--- src/rtl/orion_icache_pkg.sv ---
// rtl/orion_icache_pkg.sv - shared geometry defaults and state encoding for orion_icache
package orion_icache_pkg;

  localparam int ICACHE_NLINES     = 16;
  localparam int ICACHE_LINE_WORDS = 4;

  typedef enum logic [1:0] {
    IDLE,
    LOOKUP,
    REFILL,
    DONE
  } icache_state_t;

endpackage

--- src/rtl/orion_icache_array.sv ---
// rtl/orion_icache_array.sv - tag/valid/data storage for orion_icache
// One synchronous write port, asynchronous read, single-cycle valid clear.
module orion_icache_array #(
  parameter  int DATAW      = 32,
  parameter  int TAGW       = 26,
  parameter  int NLINES     = 16,
  parameter  int LINE_WORDS = 4,
  localparam int IDXW       = $clog2(NLINES),
  localparam int OFFW       = $clog2(LINE_WORDS)
) (
  input  logic             clk_i,
  input  logic             rst_i,
  input  logic             clear_i,
  input  logic             we_i,
  input  logic             tag_we_i,
  input  logic [IDXW-1:0]  widx_i,
  input  logic [OFFW-1:0]  woff_i,
  input  logic [DATAW-1:0] wdata_i,
  input  logic [TAGW-1:0]  wtag_i,
  input  logic [IDXW-1:0]  ridx_i,
  input  logic [OFFW-1:0]  roff_i,
  output logic [TAGW-1:0]  rtag_o,
  output logic             rvalid_o,
  output logic [DATAW-1:0] rdata_o
);

  logic [NLINES-1:0] valid_q;
  logic [TAGW-1:0]   tag_q  [NLINES];
  logic [DATAW-1:0]  data_q [NLINES*LINE_WORDS];

  always_ff @(posedge clk_i or posedge rst_i) begin
    if (rst_i) begin
      valid_q <= '0;
    end else if (clear_i) begin
      valid_q <= '0;
    end else if (we_i && tag_we_i) begin
      valid_q[widx_i] <= 1'b1;
    end
  end

  // Tag and data contents are meaningless until the valid bit is set, so no reset.
  always_ff @(posedge clk_i) begin
    if (we_i) begin
      data_q[{widx_i, woff_i}] <= wdata_i;
    end
    if (we_i && tag_we_i) begin
      tag_q[widx_i] <= wtag_i;
    end
  end

  assign rtag_o   = tag_q[ridx_i];
  assign rvalid_o = valid_q[ridx_i];
  assign rdata_o  = data_q[{ridx_i, roff_i}];

endmodule

--- src/rtl/orion_icache.sv ---
// rtl/orion_icache.sv - direct-mapped read-only instruction cache with line refill
// and whole-cache invalidate.
module orion_icache
  import orion_icache_pkg::*;
#(
  parameter int ADDRW      = 32,
  parameter int DATAW      = 32,
  parameter int NLINES     = ICACHE_NLINES,
  parameter int LINE_WORDS = ICACHE_LINE_WORDS
) (
  input  logic             clk_i,
  input  logic             rst_i,
  input  logic             flush_i,
  input  logic [ADDRW-1:0] core_addr_i,
  input  logic             core_valid_i,
  output logic [DATAW-1:0] core_rdata_o,
  output logic             core_resp_o,
  output logic [ADDRW-1:0] mem_addr_o,
  output logic             mem_valid_o,
  input  logic [DATAW-1:0] mem_rdata_i,
  input  logic             mem_resp_i
);

  localparam int OFFW = $clog2(LINE_WORDS);
  localparam int IDXW = $clog2(NLINES);
  localparam int TAGW = ADDRW - IDXW - OFFW - 2;

  icache_state_t      state_q, state_d;
  logic [ADDRW-3:0]   addr_q, addr_d;
  logic [OFFW-1:0]    cnt_q, cnt_d;
  logic               pflush_q, pflush_d;

  logic [OFFW-1:0]    off;
  logic [IDXW-1:0]    idx;
  logic [TAGW-1:0]    tag;
  logic [TAGW-1:0]    arr_tag;
  logic               arr_valid;
  logic [DATAW-1:0]   arr_rdata;
  logic               arr_clear;
  logic               arr_we;
  logic               arr_tag_we;
  logic               hit;

  assign off = addr_q[OFFW-1:0];
  assign idx = addr_q[OFFW+:IDXW];
  assign tag = addr_q[ADDRW-3-:TAGW];
  assign hit = arr_valid && (arr_tag == tag);

  orion_icache_array #(
    .DATAW      (DATAW),
    .TAGW       (TAGW),
    .NLINES     (NLINES),
    .LINE_WORDS (LINE_WORDS)
  ) u_array (
    .clk_i    (clk_i),
    .rst_i    (rst_i),
    .clear_i  (arr_clear),
    .we_i     (arr_we),
    .tag_we_i (arr_tag_we),
    .widx_i   (idx),
    .woff_i   (cnt_q),
    .wdata_i  (mem_rdata_i),
    .wtag_i   (tag),
    .ridx_i   (idx),
    .roff_i   (off),
    .rtag_o   (arr_tag),
    .rvalid_o (arr_valid),
    .rdata_o  (arr_rdata)
  );

  always_ff @(posedge clk_i or posedge rst_i) begin
    if (rst_i) begin
      state_q  <= IDLE;
      addr_q   <= '0;
      cnt_q    <= '0;
      pflush_q <= 1'b0;
    end else begin
      state_q  <= state_d;
      addr_q   <= addr_d;
      cnt_q    <= cnt_d;
      pflush_q <= pflush_d;
    end
  end

  always_comb begin
    state_d      = state_q;
    addr_d       = addr_q;
    cnt_d        = cnt_q;
    pflush_d     = pflush_q;
    arr_clear    = 1'b0;
    arr_we       = 1'b0;
    arr_tag_we   = 1'b0;
    core_resp_o  = 1'b0;
    core_rdata_o = '0;
    mem_valid_o  = 1'b0;
    mem_addr_o   = '0;

    case (state_q)
      IDLE: begin
        // A flush deferred from a hit still lands here before the next lookup.
        arr_clear = flush_i || pflush_q;
        pflush_d  = 1'b0;
        if (core_valid_i) begin
          addr_d  = core_addr_i[ADDRW-1:2];
          state_d = LOOKUP;
        end
      end
      LOOKUP: begin
        if (flush_i) pflush_d = 1'b1;
        if (hit) begin
          core_resp_o  = 1'b1;
          core_rdata_o = arr_rdata;
          state_d      = IDLE;
        end else begin
          cnt_d   = '0;
          state_d = REFILL;
        end
      end
      REFILL: begin
        if (flush_i) pflush_d = 1'b1;
        mem_valid_o = 1'b1;
        mem_addr_o  = {tag, idx, cnt_q, 2'b00};
        if (mem_resp_i) begin
          arr_we = 1'b1;
          cnt_d  = cnt_q + OFFW'(1);
          if (cnt_q == OFFW'(LINE_WORDS - 1)) begin
            arr_tag_we = 1'b1;
            state_d    = DONE;
          end
        end
      end
      DONE: begin
        core_resp_o  = 1'b1;
        core_rdata_o = arr_rdata;
        arr_clear    = pflush_q || flush_i;
        pflush_d     = 1'b0;
        state_d      = IDLE;
      end
      default: state_d = IDLE;
    endcase
  end

endmodule

--- config.mk ---
export PLATFORM = sky130hd
export DESIGN_NAME = orion_icache
export DESIGN_NICKNAME = d
export VERILOG_FILES = /design/src/rtl/orion_icache_pkg.sv /design/src/rtl/orion_icache_array.sv /design/src/rtl/orion_icache.sv
export SDC_FILE = /design/constraint.sdc
export NUM_CORES = 2
export LEC_CHECK = 0
export BUFFER_PORTS_ARGS = -buffer_cell sky130_fd_sc_hd__buf_2
export CAP_MARGIN = 20
export CORE_ASPECT_RATIO = 1.2
export CORE_MARGIN = 2
export CORE_UTILIZATION = 40
export DETAILED_ROUTE_END_ITERATION = 8
export PLACE_DENSITY = 0.61
export SLEW_MARGIN = 20
export SYNTH_ARGS = -nofsm -noshare
export SYNTH_HDL_FRONTEND = slang
export SYNTH_SLANG_ARGS = --single-unit
--- constraint.sdc ---
create_clock -name clk_i -period 6 [get_ports clk_i]
set_input_delay 0.3 -clock clk_i [delete_from_list [all_inputs] [get_ports clk_i]]
set_output_delay 0.3 -clock clk_i [all_outputs]
set_load 0.05 [all_outputs]
==> results by group <==
Outcome
  – Status: finished, final reports clean

Global routing
  – Total Routing Usage GR: 22.0%
  – Initial antenna violation count: 8
  – Vias in the first global route: around 48000
  – Met2 Resource Use GR: between 30% and 40%
  – GR Overflow Total: 0
  – Largest net degree at the start of global routing: between 70 and 80
  – Met1 Resource Use GR: between 20% and 30%
  – Most Crowded Layer GR: met2
  – GRT met3 Usage: 3.51%
  – First-pass GRT wire length: 377000 microns

Power and ir drop
  – Peak VDD IR: 0.310 mV
  – Pwr per Cell Area: around 450 nW/um^2
  – Final Power: 50.0 mW
  – LEAKAGE: ~35 nW

Floorplanning
  – Boundary pin count: 135
  – Starting density of the core: ~40%
  – Row cnt: ~200
  – DIE WIDTH: 451 microns
  – Die ar.: 244000 sq um
  – Core area: about 240000 sq um
  – Die height: between 500 and 600 microns

Synthesis
  – Post-synthesis compound-gate area fraction: between 1.5 and 2%
  – Area contributors post-synth: edfxtp_1 (76%), mux4_2 (16%), mux2i_1 (1.3%)
  – Post-Synth Simple-Gate Area: around 1.8%
  – Post-synth EDFFs: roughly 2400
  – #FFs+latches synth: 2483
  – Adder-Cell Fraction of Synth Area: less than 1%
  – Top FF cell, synth: edfxtp_1
  – Synthesized area per cell: 22.8 sq um
  – Post-Synth XOR/XNOR Area: less than 1%
  – Cell variety after synth: slightly above 70
  – Synth async-reset ratio: between 2 and 2.5%
  – Share of the synthesized area in the top cell type: ~76%
  – Post-synth top area cell: edfxtp_1
  – Post-synthesis cell count: around 4200
  – Syn. warnings: 0
  – Largest family of logic cells by synthesized area: multiplexers
  – Register area share after synthesis: between 70% and 80%
  – Post-Syn Area: between 90000 and 100000 sq um
  – Mux share of post-synthesis cell area: 17.4%

Clock tree
  – CTS max path bufs: 4
  – H-tree depth: 4
  – Clk slew on worst S/H paths: ~60 ps
  – Root buffer cell: clkbuf_16
  – CTS tree: built
  – CTS Sinks: about 2500
  – CTS buffer count: 240
  – Skew-Pair Late Insertion Delay: ~900 ps

Cells and area
  – Util after Layout: 46.4%
  – Cell area after layout: roughly 110000 sq um
  – Nets: ~4800
  – Ratio of cells with drive above 1 in the final layout: between 30% and 40%
  – Layout fillers: ~20000
  – Finished Layout Cells: between 8000 and 9000
  – Area growth, synth to finish: 15.7%
  – Most frequent cells in the layout: edfxtp_1 (2432), mux4_2 (663), clkbuf_16 (240)
  – Most common cell after layout, fill and taps aside: edfxtp_1

Worst setup path
  – CP max FO: 24
  – Startpoint types: register
  – Critical Setup Path Class: register to primary output
  – Crit. End Element: primary output
  – Worst-path cell chain: nor2_1 > a22oi_1 > nand2_1 > o311ai_0 > nand4b_1 > nor4_2 > a31oi_4 > buf_4 > a21oi_1 > buf_2
  – Slowest stage delay, CP: just over 800 ps
  – Crit path DAT: 5400 ps
  – CP Data Required Time: between 5000 and 6000 ps
  – Worst path buffer plus inverter count: 2
  – Top Family by Delay on Critical Path: simple AND/OR/NAND/NOR gates
  – CP max-delay cell: nor2_1

Drt
  – Total wire length: approximately 270000 microns
  – DR iter-0 viols: roughly 6300
  – Avg WL per Cell: roughly 34 microns
  – Via density: roughly 5.9
  – DR DRC count: 0
  – Vias: ~48000
  – Post-route ant nets: 0
  – Pre-antenna DRT Iters: 5

STA
  – Final setup margin: between 300 and 400 ps
  – Final setup viols: 0
  – Final period utilization: between 90% and 100%
  – Total Neg Setup Slack: 0 ps
  – RSZ-0062 raised after global routing: no
  – Slew of the pin with the lowest slew margin: 1140 ps
  – Hold WS: about 0.22 ps
  – Max Freq: between 150 and 200 MHz
  – Crit path time final: approximately 5700 ps
  – Slew Viols, Final: 0
  – Max Clock Skew: approximately 80 ps
  – Final Hold Viols: 0
  – Max_slew headroom: between 20% and 30%

Placed design
  – Place WS: between 700 and 800 ps
  – GP Congestion: 0.842
  – Dpl cell area: 103000 sq um
  – HPWL after detailed placement: approximately 160000 microns
  – Cell count after placement: roughly 7600
  – Port Buf Inserts: between 100 and 150

Worst hold path
  – Worst min path class: primary input to register

Run
  – Max-cap violations: 0
synthesized netlist by cell type (all sizes together), types with 7 or more instances:
cell type,n
edfxtp,2432
mux4,663
buf,131
mux2i,128
nor2,122
clkbuf,95
nand2,70
a22oi,53
dfrtp,51
a21oi,49
mux2,45
and2,34
o21ai,32
nor3,30
inv,28
nand3,28
nor2b,28
o22ai,19
xnor2,18
o21a,17
a31oi,15
a22o,12
a211oi,11
nand2b,11
and3,9
o211ai,8
a221oi,7
area by class of cell:
cell class / count / area [sq um] / area share (%)
flip-flops and latches: 2483 / 74300 / 66.9
multi-input cells: 1483 / 21100 / 19.0
clock buffers: 294 / 6270 / 5.64
well taps: 3184 / 3980 / 3.59
repair buffers: 439 / 3940 / 3.54
clock inverters: 134 / 1280 / 1.15
inverters: 28 / 106 / 0.0958
diodes: 1 / 2.50 / 0.00225
state kept, by name, indices dropped and copies added (netlist names), named ones only:
register	count
u_array.data_q	2048
u_array.tag_q	384
addr_q	30
u_array.valid_q	16
cnt_q	2
pflush_q	1
state_q	1
where the power goes:
part	switching, mW	internal (mW)	total (mW)
sequential	0.748	19.7	20.4
clock	6.41	8.33	14.7
combinational	8.40	6.41	14.8
kinds of logic after synthesis:
| kind of cell | after synthesis |
|---|---|
| mux | 836 |
| buf+inv | 254 |
| xor+xnor | 20 |
| compound gates | 265 |
| other cells | 1 |
| fa+ha+maj | 6 |
| simple gates | 354 |
| flops | 2483 |
metal layers:
metal	up-vias	part of all wire, %
met4	6	3.6
met3	483	7.8
met5	-	0.014
met2	2284	51
li1	18800	-
met1	26100	38
worst paths after layout:
path / to / start / depth (start not counted) / slack (ps)
hold reg to reg: u_array.valid_q[13]$_DFFE_PP0P_ / u_array.valid_q[13]$_DFFE_PP0P_ / 1 / 490
min in group asynchronous: u_array.valid_q[4]$_DFFE_PP0P_ / rst_i / 4 / 190
setup reg to reg: u_array.data_q[1][7]$_DFFE_PP_ / state_q[0]$_DFFE_PP0P_ / 7 / 1690
hold / removal: u_array.data_q[10][0]$_DFFE_PP_ / mem_rdata_i[0] / 1 / 0.2
max in group asynchronous: addr_q[0]$_DFFE_PP0P_ / rst_i / 4 / 5240
setup / recovery: core_rdata_o[21] / addr_q[5]$_DFFE_PP0P_ / 10 / 300
what timing repair did:
action,4_1_cts,5_1_grt
setup buffers,3,7
pin swaps,0,1
hold buffers,34,17
resized for setup,1,3
setup endpoints to repair,15,2
endpoints found under the hold margin,86,435
Power figures use the tool's default switching activity.
